## src/rtl/adsr_envelope.sv

```systemverilog
// ADSR amplitude envelope: a five-state envelope generator keyed by a note gate,
// scaling each signed sample through a two-stage free-running multiply pipeline.
module adsr_envelope #(
    parameter int TICK_DIV = 50000
) (
    input  logic               CLOCK_50,
    input  logic               resetn,
    input  logic               gate,
    input  logic [7:0]         attack_rate,
    input  logic [7:0]         decay_rate,
    input  logic [7:0]         sustain_level,
    input  logic [7:0]         release_rate,
    input  logic signed [31:0] sample_in,
    input  logic               audio_out_allowed,
    output logic signed [31:0] sample_out,
    output logic               write_out,
    output logic [15:0]        env_level,
    output logic [2:0]         env_state
);

    localparam int CNT_W = $clog2(TICK_DIV);
    localparam logic [CNT_W-1:0] CNT_LAST = CNT_W'(TICK_DIV - 1);

    typedef enum logic [2:0] {
        IDLE    = 3'd0,
        ATTACK  = 3'd1,
        DECAY   = 3'd2,
        SUSTAIN = 3'd3,
        RELEASE = 3'd4
    } state_t;

    state_t             state;
    logic [15:0]        level;
    logic [CNT_W-1:0]   tick_cnt;
    logic               tick;
    logic               gate_q;
    logic               rise;
    logic               fall;
    logic [15:0]        target;
    logic [15:0]        atk_step;
    logic [15:0]        dec_step;
    logic [15:0]        rel_step;
    logic [15:0]        atk_next;
    logic               dec_reach;
    logic               rel_reach;
    logic signed [48:0] prod_p1;
    logic signed [31:0] scaled_p2;
    logic               vld_p1;
    logic               vld_p2;

    function automatic logic [15:0] add_sat(input logic [15:0] a, input logic [15:0] b);
        logic [16:0] s;
        s = {1'b0, a} + {1'b0, b};
        return s[16] ? 16'hFFFF : s[15:0];
    endfunction

    // Arithmetic shift by 16 of the 49-bit product; bits above 47 are pure sign.
    function automatic logic signed [31:0] scale_floor(input logic signed [48:0] p);
        return $signed(p[47:16]);
    endfunction

    assign tick      = (tick_cnt == CNT_LAST);
    assign rise      = gate & ~gate_q;
    assign fall      = ~gate & gate_q;
    assign target    = {sustain_level, 8'h00};
    assign atk_step  = {attack_rate, 8'h00};
    assign dec_step  = {4'h0, decay_rate, 4'h0};
    assign rel_step  = {4'h0, release_rate, 4'h0};
    assign atk_next  = (attack_rate == 8'd0) ? 16'hFFFF : add_sat(level, atk_step);
    assign dec_reach = (decay_rate == 8'd0) ||
                       ({1'b0, level} <= ({1'b0, target} + {1'b0, dec_step}));
    assign rel_reach = (release_rate == 8'd0) || (level <= rel_step);

    always_ff @(posedge CLOCK_50 or negedge resetn) begin
        if (!resetn) begin
            tick_cnt <= '0;
            gate_q   <= 1'b0;
            state    <= IDLE;
            level    <= '0;
            vld_p1   <= 1'b0;
            vld_p2   <= 1'b0;
        end else begin
            tick_cnt <= tick ? '0 : tick_cnt + 1'b1;
            gate_q   <= gate;
            vld_p1   <= 1'b1;
            vld_p2   <= vld_p1;
            // Gate edges take priority over the envelope tick; level holds on an edge.
            if (rise) begin
                state <= ATTACK;
            end else if (fall && (state == ATTACK || state == DECAY || state == SUSTAIN)) begin
                state <= RELEASE;
            end else if (tick) begin
                case (state)
                    ATTACK: begin
                        level <= atk_next;
                        if (atk_next == 16'hFFFF) state <= DECAY;
                    end
                    DECAY: begin
                        if (dec_reach) begin
                            level <= target;
                            state <= SUSTAIN;
                        end else begin
                            level <= level - dec_step;
                        end
                    end
                    SUSTAIN: level <= target;
                    RELEASE: begin
                        if (rel_reach) begin
                            level <= '0;
                            state <= IDLE;
                        end else begin
                            level <= level - rel_step;
                        end
                    end
                    default: begin
                        level <= '0;
                        state <= IDLE;
                    end
                endcase
            end
        end
    end

    // Stage 1: full-precision product; stage 2: scaled sample.
    always_ff @(posedge CLOCK_50 or negedge resetn) begin
        if (!resetn) begin
            prod_p1   <= '0;
            scaled_p2 <= '0;
        end else begin
            prod_p1   <= sample_in * $signed({1'b0, level});
            scaled_p2 <= scale_floor(prod_p1);
        end
    end

    assign sample_out = scaled_p2;
    assign write_out  = audio_out_allowed & vld_p2;
    assign env_level  = level;
    assign env_state  = state;

endmodule

```

## config.mk

```make
export PLATFORM = sky130hd
export DESIGN_NAME = adsr_envelope
export DESIGN_NICKNAME = d
export VERILOG_FILES = /design/src/rtl/adsr_envelope.sv
export SDC_FILE = /design/constraint.sdc
export NUM_CORES = 1
export LEC_CHECK = 0
export BUFFER_PORTS_ARGS = -buffer_cell sky130_fd_sc_hd__buf_2
export CORE_MARGIN = 5
export CORE_UTILIZATION = 50
export DETAILED_ROUTE_END_ITERATION = 10
export GPL_ROUTABILITY_DRIVEN = 0
export GPL_TIMING_DRIVEN = 0
export MAX_ROUTING_LAYER = met4
export PLACE_DENSITY = 0.67
export SLEW_MARGIN = 20
export SYNTH_ARGS = -nofsm -noshare
export SYNTH_HDL_FRONTEND = slang
export SYNTH_SLANG_ARGS = --single-unit
```

## constraint.sdc

```tcl
create_clock -name CLOCK_50 -period 7.2 [get_ports CLOCK_50]
set_clock_uncertainty 0.15 [all_clocks]
set_input_delay 0.36 -clock CLOCK_50 [delete_from_list [all_inputs] [get_ports CLOCK_50]]
set_output_delay 0.36 -clock CLOCK_50 [all_outputs]
set_load 0.01 [all_outputs]
```

======== Yosys cells after proc, flatten, opt, wreduce, memory -nomap -nowiden ========
Index checks and enable logic that the tools add are counted.
storage, ports and cells
  register bits ........................... 118
  output and inout bits ................... 52
  word-level logic and storage cells ...... 57
operators by class
  add/sub/neg operators ................... 5
  multipliers ............................. 1
  order comparisons ....................... 2
  equality and inequality tests ........... 10
  mux-type cells .......................... 13
  bitwise gates (word level) .............. 7
  reductions and logical operators ........ 11
operators by type and width
  kind                                                    number
  2-to-1 mux 16 bit                                       5
  one-hot mux 16 bit (4 select lines)                     1
  multiplier 32 x 17 -> 48 bit                            1
  equality test 16 bit (second input constant)            2
  subtractor 16 x 12 -> 16 bit                            2
  logical NOT 8 bit                                       3
  2-to-1 mux 3 bit                                        6
  adder 16 x 12 -> 17 bit                                 1
  adder 16 x 16 -> 17 bit                                 1
  less-or-equal comparator 16 x 17 -> 1 bit               1
  adder 16 x 1 -> 16 bit (second input constant)          1
  less-or-equal comparator 16 x 12 -> 1 bit               1
  one-hot mux 3 bit (4 select lines)                      1
  equality test 3 x 2 -> 1 bit (second input constant)    2
  AND reduction 5 bit                                     1
  logical OR 1 bit                                        4
  inequality test 4 x 2 -> 1 bit (second input constant)  1
  inequality test 4 x 3 -> 1 bit (second input constant)  1
  inequality test 4 bit (second input constant)           1
  inverter 1 bit                                          4
  AND 1 bit                                               3
  equality test 3 x 1 -> 1 bit (second input constant)    1
  equality test 3 bit (second input constant)             1
  inequality test 3 x 2 -> 1 bit (second input constant)  1
  other kinds (3)                                         3

======== Logic depth before layout (Yosys ltp) ========
Gate-level depths: netlist of the first run.
  depth after elaboration ................. 9
  mapped depth ............................ 25
  gate-level depth less buffers ........... 23

======== Worst setup path before layout of the first run ========
No wires, ideal clock.
  path type ............................... register -> register
  start ................................... register level[12], in the netlist env_level[12]
  end ..................................... register prod_p1[46]
  data arrival time ....................... 6094 ps
  path slack .............................. 876 ps
  stages on the path, launching flop included .. 23
  cell sequence ........................... dfrtp_1 -> clkbuf_1 -> clkbuf_1 -> and2_1 -> fa_1 -> fa_1 -> fa_1 -> fa_1 -> fa_1 -> inv_1 -> fa_1 -> inv_1 -> ha_1 -> clkbuf_1 -> a211oi_1 -> o21ai_0 -> o211ai_1 -> a21oi_1 -> o311ai_4 -> a31oi_1 -> a211o_1 -> a31oi_1 -> xnor2_1
between the ends
  cells in the longest elaborated chain, start to end .. 1
RTL lines
  item                          RTL line  text
  from (decl)                   33        logic [15:0] level;
  from (signal assigned)        95        level <= atk_next;
  from (signal assigned)        100       level <= target;
  from (signal assigned)        103       level <= level - dec_step;
  multiplier 32 x 17 -> 48 bit  130       prod_p1 <= sample_in * $signed({1'b0, level});
  to (signal assigned)          130
  to (decl)                     46        logic signed [48:0] prod_p1;
No other way between the ends.
A chain may end at the register's enable or synchronous reset.

======== Worst setup path in the final report of the first run ========
  start ................................... register level[0], in the netlist env_level[0]
  end ..................................... register prod_p1[46]
Same word-level chain as after synthesis.

==> results of run 1 <==
==> per-stage QoR <==
step                      utilization [%]  instances
final                               55.20       3194
after global routing                55.20       3194
after CTS                           54.67       3179
after detailed placement            53.78       3162
after global placement              53.70       3161
after floorplan                         -       2451
==> worst max-delay path, delay by kind of cell, from the launching register on <==
kind | cells | cell delay, ns
xor gates and xnor gates | 1 | 0.13
DFF | 1 | 0.40
adders and majority gates | 5 | 2.44
and+or+nand+nor | 2 | 0.24
buffers and inverters | 7 | 1.62
AOI/OAI and AO/OA | 7 | 1.90
==> power groups by stage <==
stage,Sequential (mW),Combinational [mW],Clock (mW)
floorplan,0.618,0.204,0
global placement,0.612,0.353,0
detailed placement,0.612,0.361,0
CTS,0.600,0.367,0.534
global route,0.603,0.410,0.551
finish,0.600,0.372,0.510
==> path summary, 6_finish.rpt <==
path / startpoint / endpoint / cells after the start
worst max-delay path: env_level[0] / prod_p1[46] / 22
worst min-delay path: prod_p1[27] / sample_out[11] / 0
worst max register to register: env_level[0] / prod_p1[46] / 22
worst min register to register: prod_p1[27] / sample_out[11] / 0
max in group asynchronous: resetn / prod_p1[47] / 3
min in group asynchronous: resetn / prod_p1[16] / 2
==> metal layers <==
layer	share of wire (%)	global-route usage [%]	wire length, um	vias up
met1	38	34.27	24610	8852
met5	0	-	0	-
met4	5.3	12.91	3440	0
li1	-	-	-	7662
met2	48	44.98	31050	860
met3	9.1	5.503	5951	201
==> logic make-up after synthesis <==
kind of cell / Yosys count / share of synthesized area (%)
buf+inv: 658 / 10.98
compound gates: 227 / 6.462
simple gates: 744 / 16.42
other cells: 1 / 0.01665
flops: 102 / 11.33
xor+xnor: 79 / 3.073
fa+ha+maj: 635 / 51.48
mux: 5 / 0.2334
==> synth_stat cells, types with 18 or more instances <==
| library cell | count |
|---|---|
| and2_1 | 229 |
| nand4_1 | 19 |
| a21oi_1 | 68 |
| dfrtp_1 | 102 |
| o21ai_0 | 48 |
| inv_1 | 554 |
| xor2_1 | 35 |
| nor2_1 | 54 |
| nand2_1 | 332 |
| clkbuf_1 | 100 |
| fa_1 | 486 |
| xnor2_1 | 44 |
| a21o_1 | 18 |
| ha_1 | 149 |
| nor3_1 | 18 |
==> cell type report <==
cell class              instances  area share [%]
diodes                          2         0.02042
plain buffers                  99           1.919
clock buffers                  10          0.9748
clock inverters                 6          0.2195
inverters                     554           8.483
multi-input cells            1691           71.71
flip-flops and latches        102           10.50
well taps                     592           3.021
repair buffers                138           3.149
==> repair_timing <==
action	CTS	global route
endpoints found under the setup margin	16	12
endpoints found under the hold margin	43	0
gates resized for setup	52	76
hold buffers	2	0
pin swaps	1	6
setup buffers	0	17
==> sequential cells by signal (all words and copies together) (netlist names) <==
register and flops:
env_level 16, prod_p1 32, vld_p1 1, vld_p2 1
tick_cnt 16, gate_q 1, sample_out 32, env_state 3
==> qor.txt, run 1 <==
Avg Inst Size Synth -> 9.188 um^2
Filler cell count -> 3976
Final setup margin -> 0.2219 ns
Setup violations, final -> 0
Clock power frac -> 34.4%
Clk Latency, worst-skew pair -> 0.40 ns
Tightest Pin Transition -> 1.020 ns
Dpl ws -> -0.7410 ns
Multi-input logic area -> 17580 um^2
Remaining antenna violation count -> 0
VDD IR max -> 0.1125 mV
Sink Count -> 102
Number of max-cap violations -> 0
Commonest non-fill, non-tap cell in the layout -> inv_1
CP dominant cell by count -> fa_1
Sw Pwr -> 511.5 uW
Syn nets -> 3154
R2r setup slk -> 0.22 ns
# rows -> 77
Synth top area cells -> fa_1 (43%), dfrtp_1 (11%), inv_1 (9.2%)
Worst setup path class -> flip-flop to flip-flop
Commonest non-fill, non-tap cells in the layout -> inv_1 (554), fa_1 (485), nand2_1 (332)
Pleak -> 12.64 nW
Post-route cell area -> 24510 um^2
Pre-antenna DRT Iters -> 6
CP max stage cell -> clkbuf_1
WP data arrival -> 7.15 ns
Die Wd -> 222.2 um
Max-Slew Margin vs Limit -> 31.36%
Mapped Cells -> 2451
Cell Area, Synth -> 22520 um^2
Ys async rst share -> 100.0%
Most common flop cell mapped by yosys -> dfrtp_1
Max Clock Freq -> 143.3 MHz
Layout cell share with drive strength beyond 1 -> 8.885%
Sequential fraction of the synthesis area -> 11.33%
Pin count of the biggest net entering global routing -> 61
First-pass GRT wire length -> 104200 um
Setup_tns -> 0 ns
Power Density -> 60.47 nW/um^2
Post-DP HPWL -> 54090 um
Max FO, Critical Path -> 10
Tot Pwr -> 1.482 mW
Fin nets -> 3298
Post-synth EDFFs -> 0
Top-area cell type share of the netlist area -> 43.20%
Worst setup SP type -> flip-flop
Routed WL -> 65050 um
Required @ worst endpoint -> 7.38 ns
Slew Limit Fails -> 0
Initial Util -> 50.70%
Comb pwr share -> 25.1%
Vias in the first global route -> 19170
Placed cell area -> 23880 um^2
Port buffer count -> 118
Synth warn -> 0
GRT Residual Overflow -> 0
Full die area -> 49380 um^2
Outcome -> finished, final reports clean
Cells along the critical path -> clkbuf_1 -> clkbuf_1 -> nand2_1 -> fa_1 -> inv_1 -> fa_1 -> inv_1 -> fa_1 -> inv_1 -> fa_1 -> ha_1 -> a21oi_1 -> o31ai_2 -> o31ai_2 -> buf_4 -> nor4_4 -> buf_4 -> o311ai_4 -> a31oi_4 -> a211o_1 -> a31oi_1 -> xnor2_1
# DRC -> 0
Inserted Clock Buffers -> 9
Sequential cell area -> 2574 um^2
Initial DRC count -> 1190
Hold WC Path Type -> flip-flop to flip-flop
Final hold violation count -> 0
Switching Fraction -> 34.50%
Global Route Usage Sum -> 27.94%
Reg clk slew, reported paths -> 0.08 ns
Initial antenna violation count -> 2
#FFs+latches synth -> 102
I/O pin total -> 120
Sequential power share -> 40.5%
Wire per inst -> 20.37 um
CP Capture Type -> flip-flop
H-tree Lvls -> 3
Final period utilization -> 96.92%
Int Power -> 970.9 uW
Area leader, netlist -> fa_1
Chip height -> 222.2 um
TritonCTS clock tree -> yes
Core region area -> 44410 um^2
Clock buffer depth -> 2
Netlist cell types -> 67
Vias -> 17580
CTS Root Cell -> clkbuf_16
Synthesis-to-layout area growth -> 8.862%
DR vias/cell -> 5.503
Min Hold Slack -> 0.1991 ns
Min Tclk post-route -> 6.978 ns
Largest stage delay on the critical path -> 0.71 ns
Power figures use the tool's default switching activity.
==> run 2, diff against run 1 <==
- PLACE_DENSITY: 0.67 -> default
- PLACE_DENSITY_LB_ADDON: default -> 0.08
==> run 2 against run 1 <==
Worst setup slack worse by 0.058 ns. First-iteration DRC count is 0.84% lower. Register-to-register slack worse by 0.06 ns. Sequential share of layout area is essentially flat. Non-clock buffer count rose by 4. Global-route usage up 0.95 points. Largest cell class unchanged. Largest power group unchanged.
==> qor.txt, run 2 (same netlist as run 1, synthesis figures left out) <==
Outcome -> finished, final reports clean (unchanged)
# rows -> 77 (unchanged)
Worst setup SP type -> flip-flop (unchanged)
Setup_tns -> 0 ns (unchanged)
Slew Limit Fails -> 0 (unchanged)
Power Density -> 60.64 nW/um^2 (was 60.47 nW/um^2)
Final setup margin -> 0.1644 ns (was 0.2219 ns)
Min Tclk post-route -> 7.036 ns (was 6.978 ns)
Pleak -> 12.67 nW (was 12.64 nW)
CP max stage cell -> fa_1 (was clkbuf_1)
GRT Residual Overflow -> 0 (unchanged)
Commonest non-fill, non-tap cells in the layout -> inv_1 (554), fa_1 (485), nand2_1 (332) (unchanged)
Max-Slew Margin vs Limit -> 35.05% (was 31.36%)
Pre-antenna DRT Iters -> 5 (was 6)
Family with the most delay on the worst path -> adder cells (unchanged)
Inserted Clock Buffers -> 9 (unchanged)
Setup violations, final -> 0 (unchanged)
Number of max-cap violations -> 0 (unchanged)
Layout cell share with drive strength beyond 1 -> 9.140% (was 8.885%)
Global Route Usage Sum -> 28.88% (was 27.94%)
Initial DRC count -> 1180 (was 1190)
Reg clk slew, reported paths -> 0.08 ns (about the same)
Synthesis-to-layout area growth -> 9.068% (was 8.862%)
Final hold violation count -> 0 (unchanged)
CP Capture Type -> flip-flop (unchanged)
Remaining antenna violation count -> 0 (unchanged)
Met3 GRT Util -> 4.395% (was 5.503%)
First-pass GRT wire length -> 106700 um (was 104200 um)
Final std cells w/o fill -> 3199 (was 3194)
Port buffer count -> 118 (unchanged)
# DRC -> 0 (unchanged)
Max FO, Critical Path -> 10 (unchanged)
DR vias/cell -> 5.387 (was 5.503)
Placed cell area -> 23880 um^2 (unchanged)
Clk Latency, worst-skew pair -> 0.40 ns (about the same)
CP dominant cell by count -> fa_1 (unchanged)
Full die area -> 49380 um^2 (unchanged)
Initial antenna violation count -> 2 (unchanged)
Pin count of the biggest net entering global routing -> 60 (was 61)
Routed WL -> 66620 um (was 65050 um)
WP data arrival -> 7.21 ns (was 7.15 ns)
Dpl ws -> -0.8061 ns (was -0.7410 ns)
VDD IR max -> 0.1014 mV (was 0.1125 mV)
Commonest non-fill, non-tap cell in the layout -> inv_1 (unchanged)
Post-DP HPWL -> 55270 um (was 54090 um)
Cells after DPL -> 3162 (unchanged)
Core region area -> 44410 um^2 (unchanged)
TritonCTS clock tree -> yes (unchanged)
Filler cell count -> 4172 (was 3976)
Grt met2 use -> 47.19% (was 44.98%)
Initial Util -> 50.70% (unchanged)
Vias -> 17230 (was 17580)
Largest stage delay on the critical path -> 0.54 ns (was 0.71 ns)
Required @ worst endpoint -> 7.37 ns (was 7.38 ns)
Fin nets -> 3302 (was 3298)
Worst path bufs/invs -> 4 (was 7)
I/O pin total -> 120 (unchanged)
Vias in the first global route -> 18800 (was 19170)
Max Clock Freq -> 142.1 MHz (was 143.3 MHz)
Clock buffer depth -> 2 (unchanged)
Tightest Pin Transition -> 0.9653 ns (was 1.020 ns)
CTS Root Cell -> clkbuf_16 (unchanged)
Sink Count -> 102 (unchanged)
Global route hottest layer -> met2 (unchanged)
Worst setup path class -> flip-flop to flip-flop (unchanged)
Wire per inst -> 20.83 um (was 20.37 um)
GR Layer Usage met1 -> 37.10% (was 34.27%)
Post-route cell area -> 24560 um^2 (was 24510 um^2)
Hold WC Path Type -> flip-flop to flip-flop (unchanged)
Final period utilization -> 97.72% (was 96.92%)
Chip height -> 222.2 um (unchanged)
Cells along the critical path -> clkbuf_1 -> clkbuf_2 -> and2_1 -> ha_1 -> fa_1 -> fa_1 -> fa_1 -> fa_1 -> fa_1 -> ha_2 -> a21oi_2 -> o21ai_0 -> o31ai_2 -> buf_4 -> nor4_4 -> buf_4 -> o311ai_4 -> a31oi_4 -> a211o_1 -> a31oi_2 -> xnor2_1 (was clkbuf_1 -> clkbuf_1 -> nand2_1 -> fa_1 -> inv_1 -> fa_1 -> inv_1 -> fa_1 -> inv_1 -> fa_1 -> ha_1 -> a21oi_1 -> o31ai_2 -> o31ai_2 -> buf_4 -> nor4_4 -> buf_4 -> o311ai_4 -> a31oi_4 -> a211o_1 -> a31oi_1 -> xnor2_1)
H-tree Lvls -> 3 (unchanged)
Die Wd -> 222.2 um (unchanged)
==> run 2: repair_timing <==
item,4_1_cts,5_1_grt
endpoints found under the setup margin,17,11
gates resized for setup,59,78
buffers inserted,0,20
hold buffers,2,0
endpoints found under the hold margin,44,0
pin swaps,1,5
==> run 2: layout make-up <==
type | instances | area [um^2] | share of cell area, %
Sequential cell | 102 | 2574 | 10.48
Inverter | 554 | 2079 | 8.467
Clock buffer | 9 | 225.2 | 0.9170
Timing Repair Buffer | 141 | 794.5 | 3.235
Antenna cell | 3 | 7.507 | 0.03057
Tap cell | 592 | 740.7 | 3.016
Multi-Input combinational cell | 1691 | 17580 | 71.57
Clock inverter | 7 | 76.32 | 0.3107
Buffer | 100 | 484.2 | 1.971
==> run 2: worst paths after layout <==
check / from / end / slack (ns) / cells after the start
min reg2reg: vld_p1 / vld_p2 / 0.20 / 0
max in group asynchronous: resetn / sample_out[19] / 5.95 / 3
max: env_level[15] / prod_p1[46] / 0.16 / 21
min: vld_p1 / vld_p2 / 0.20 / 0
max reg2reg: env_level[15] / prod_p1[46] / 0.16 / 21
min in group asynchronous: resetn / env_level[0] / 0.28 / 2
==> run 2: where the power goes <==
| part | internal, mW | switching, mW | total, mW |
|---|---|---|---|
| Combinational | 0.126 | 0.244 | 0.370 |
| Sequential | 0.594 | 0.00590 | 0.600 |
| Clock | 0.246 | 0.273 | 0.519 |
| Total | 0.966 | 0.523 | 1.49 |
==> run 2: metrics by stage <==
step,util [%],power [mW],hold slack [ns]
finish,55.30,1.489,0.1980
global route,55.29,1.580,0.2050
CTS,54.72,1.512,0.2025
detailed placement,53.78,0.9744,0.1597
global placement,53.70,0.9694,0.1821
floorplan,-,0.8219,-0.08559
==> run 2: metal layers <==
layer  vias to the layer above  part of all wire [%]
met1                      8759                    40
met5                         -                     0
met4                         0                   3.9
met3                       138                   6.7
met2                       650                    49
li1                       7686                     -
==> run 3, diff against run 2 <==
- CORE_UTILIZATION: 50 -> 60
- RECOVER_POWER: default -> 25
- SETUP_SLACK_MARGIN: default -> 0.15
==> run 3 against run 2 <==
Highest routed layer unchanged. Clock power barely moved. Global-route usage grew 5.3 points. Worst setup slack improved by 0.14 ns. Maximum frequency rose by 2.1%. First-iteration DRC count increased by 17%. Flip-flop and latch count unchanged. Largest cell class unchanged. Via count increased by 3.3%. Sequential share of layout area decreased by 0.053 points. Worst hold slack got worse by 0.0022 ns. Combinational power grew 1%. The run now ends with max-capacitance violations, max-slew violations left. Core utilization rose by 11 points. Wire length fell by 2.2%.
==> qor.txt, run 3 (same netlist as run 1, synthesis figures left out) <==
Outcome -> complete, but fails checks (was finished, final reports clean)
Failing checks -> max-capacitance violations, max-slew violations
Tightest Pin Transition -> 2.651 ns (was 0.9653 ns)
Dpl ws -> -0.7001 ns (was -0.8061 ns)
Vias -> 17800 (was 17230)
Min Hold Slack -> 0.1957 ns (was 0.1980 ns)
Final setup margin -> 0.3084 ns (was 0.1644 ns)
Commonest non-fill, non-tap cells in the layout -> inv_1 (554), fa_1 (483), nand2_1 (332) (was inv_1 (554), fa_1 (485), nand2_1 (332))
Max FO, Critical Path -> 10 (unchanged)
Chip height -> 203.7 um (was 222.2 um)
Core region area -> 37400 um^2 (was 44410 um^2)
Setup violations, final -> 0 (unchanged)
Die Wd -> 203.7 um (was 222.2 um)
Initial Util -> 60.21% (was 50.70%)
Max Clock Freq -> 145.1 MHz (was 142.1 MHz)
CTS Root Cell -> clkbuf_16 (unchanged)
Final period utilization -> 95.72% (was 97.72%)
Worst r2r src -> env_level[5] (was env_level[15])
Switching Fraction -> 35.27% (was 35.15%)
GRT Residual Overflow -> 0 (unchanged)
Number of max-cap violations -> 1 (was 0)
Max-Slew Margin vs Limit -> -76.72% (was 35.05%)
Critical hold path startpoint -> vld_p1 (unchanged)
Final hold violation count -> 0 (unchanged)
Required @ worst endpoint -> 7.37 ns (about the same)
Sink Count -> 102 (unchanged)
Initial DRC count -> 1376 (was 1180)
Global Route Usage Sum -> 34.16% (was 28.88%)
Commonest non-fill, non-tap cell in the layout -> inv_1 (unchanged)
Clock power frac -> 34.8% (was 34.9%)
Initial antenna violation count -> 0 (was 2)
Worst setup path class -> flip-flop to flip-flop (unchanged)
Reg clk slew, reported paths -> 0.08 ns (about the same)
Worst setup SP type -> flip-flop (unchanged)
Sw Pwr -> 527.8 uW (was 523.4 uW)
Sequential power share -> 40.1% (was 40.3%)
Power Density -> 60.68 nW/um^2 (was 60.64 nW/um^2)
Synthesis-to-layout area growth -> 9.518% (was 9.068%)
Tot Pwr -> 1.496 mW (was 1.489 mW)
WP data arrival -> 7.06 ns (was 7.21 ns)
Int Power -> 968.6 uW (was 965.9 uW)
Post-DP HPWL -> 53430 um (was 55270 um)
Hold WC Path Type -> flip-flop to flip-flop (unchanged)
Pin count of the biggest net entering global routing -> 62 (was 60)
# DRC -> 0 (unchanged)
I/O pin total -> 120 (unchanged)
Filler cell count -> 3142 (was 4172)
Min Tclk post-route -> 6.892 ns (was 7.036 ns)
Routed WL -> 65170 um (was 66620 um)
Layout cell share with drive strength beyond 1 -> 9.939% (was 9.140%)
Clock buffer depth -> 2 (unchanged)
Slew Limit Fails -> 42 (was 0)
DR vias/cell -> 5.691 (was 5.387)
Pre-antenna DRT Iters -> 5 (unchanged)
Remaining antenna violation count -> 0 (unchanged)
First-pass GRT wire length -> 105800 um (was 106700 um)
TritonCTS clock tree -> yes (unchanged)
CP Capture Type -> flip-flop (unchanged)
Vias in the first global route -> 19560 (was 18800)
Clk Latency, worst-skew pair -> 0.40 ns (about the same)
Final Core Density -> 65.94% (was 55.30%)
RSZ-0062 raised after global routing -> true
Port buffer count -> 118 (unchanged)
Inserted Clock Buffers -> 9 (unchanged)
Comb pwr share -> 25.1% (was 24.9%)
Launch point of the worst path -> env_level[5] (was env_level[15])
H-tree Lvls -> 3 (unchanged)
VDD IR max -> 0.1274 mV (was 0.1014 mV)
Fin nets -> 3314 (was 3302)
Full die area -> 41510 um^2 (was 49380 um^2)
# rows -> 71 (was 77)
Pleak -> 12.75 nW (was 12.67 nW)
Wire per inst -> 20.84 um (was 20.83 um)
## run 3: repair_timing
| item | in CTS | in global routing |
|---|---|---|
| pin swaps | 2 | 12 |
| gates resized for setup | 63 | 137 |
| buffers inserted | 1 | 27 |
| endpoints found under the setup margin | 18 | 12 |
| hold buffers | 2 | 0 |
| endpoints found under the hold margin | 42 | 0 |
## run 3: final cells by class
class | count | area, um^2 | area share (%)
Buffer | 104 | 559.3 | 2.268
Sequential cell | 102 | 2571 | 10.43
Timing Repair Buffer | 149 | 843.3 | 3.419
Clock inverter | 7 | 78.83 | 0.3196
Clock buffer | 9 | 225.2 | 0.9132
Tap cell | 511 | 639.4 | 2.592
Inverter | 554 | 2079 | 8.432
Antenna cell | 1 | 2.502 | 0.01015
Multi-Input combinational cell | 1691 | 17660 | 71.62
## run 3: worst paths after layout
check                                     to  slack [ns]  depth (start not counted)
max in group asynchronous       env_level[5]        3.85                          2
worst min register to register        vld_p2        0.20                          0
worst max-delay path             prod_p1[41]        0.31                         23
worst max register to register   prod_p1[41]        0.31                         23
worst min-delay path                  vld_p2        0.20                          0
min in group asynchronous       env_state[2]        1.17                          2
## run 3: routing by layer
| layer | GRT usage, % | share of wire [%] | vias to the layer above |
|---|---|---|---|
| met5 | - | 0 | - |
| li1 | - | - | 7690 |
| met1 | 43.75 | 38 | 9027 |
| met3 | 5.867 | 8.5 | 213 |
| met2 | 54.03 | 48 | 873 |
| met4 | 15.30 | 5.5 | 0 |
## run 3: through the flow
stage,cell area (um^2),std cells,setup TNS [ns]
global route,24660,3127,0
detailed placement,23780,3081,-6.088
global placement,23750,3080,-5.344
floorplan,22520,2451,0
finish,24660,3128,0
CTS,24230,3100,0
## run 3: critical path, stage by stage, from the launching register on
cell and delay [ns]:
dfrtp_4 0.55, buf_4 0.22, and2_1 0.17, fa_1 0.54, inv_1 0.06, fa_1 0.46
fa_1 0.51, inv_1 0.05, fa_1 0.56, fa_1 0.43, fa_1 0.44, ha_1 0.37
nand2_1 0.16, o31ai_4 0.31, o31ai_2 0.09, buf_4 0.16, nor4_4 0.26, buf_4 0.20
o311ai_4 0.15, buf_4 0.21, o21bai_4 0.17, a31oi_1 0.14, o31ai_1 0.27, nor2b_1 0.18
## run 3: power groups by stage
stage	Clock (mW)	Combinational, mW	Sequential, mW
floorplan	0	0.204	0.618
global placement	0	0.353	0.612
detailed placement	0	0.360	0.612
CTS	0.536	0.366	0.601
global route	0.565	0.413	0.603
finish	0.521	0.375	0.600
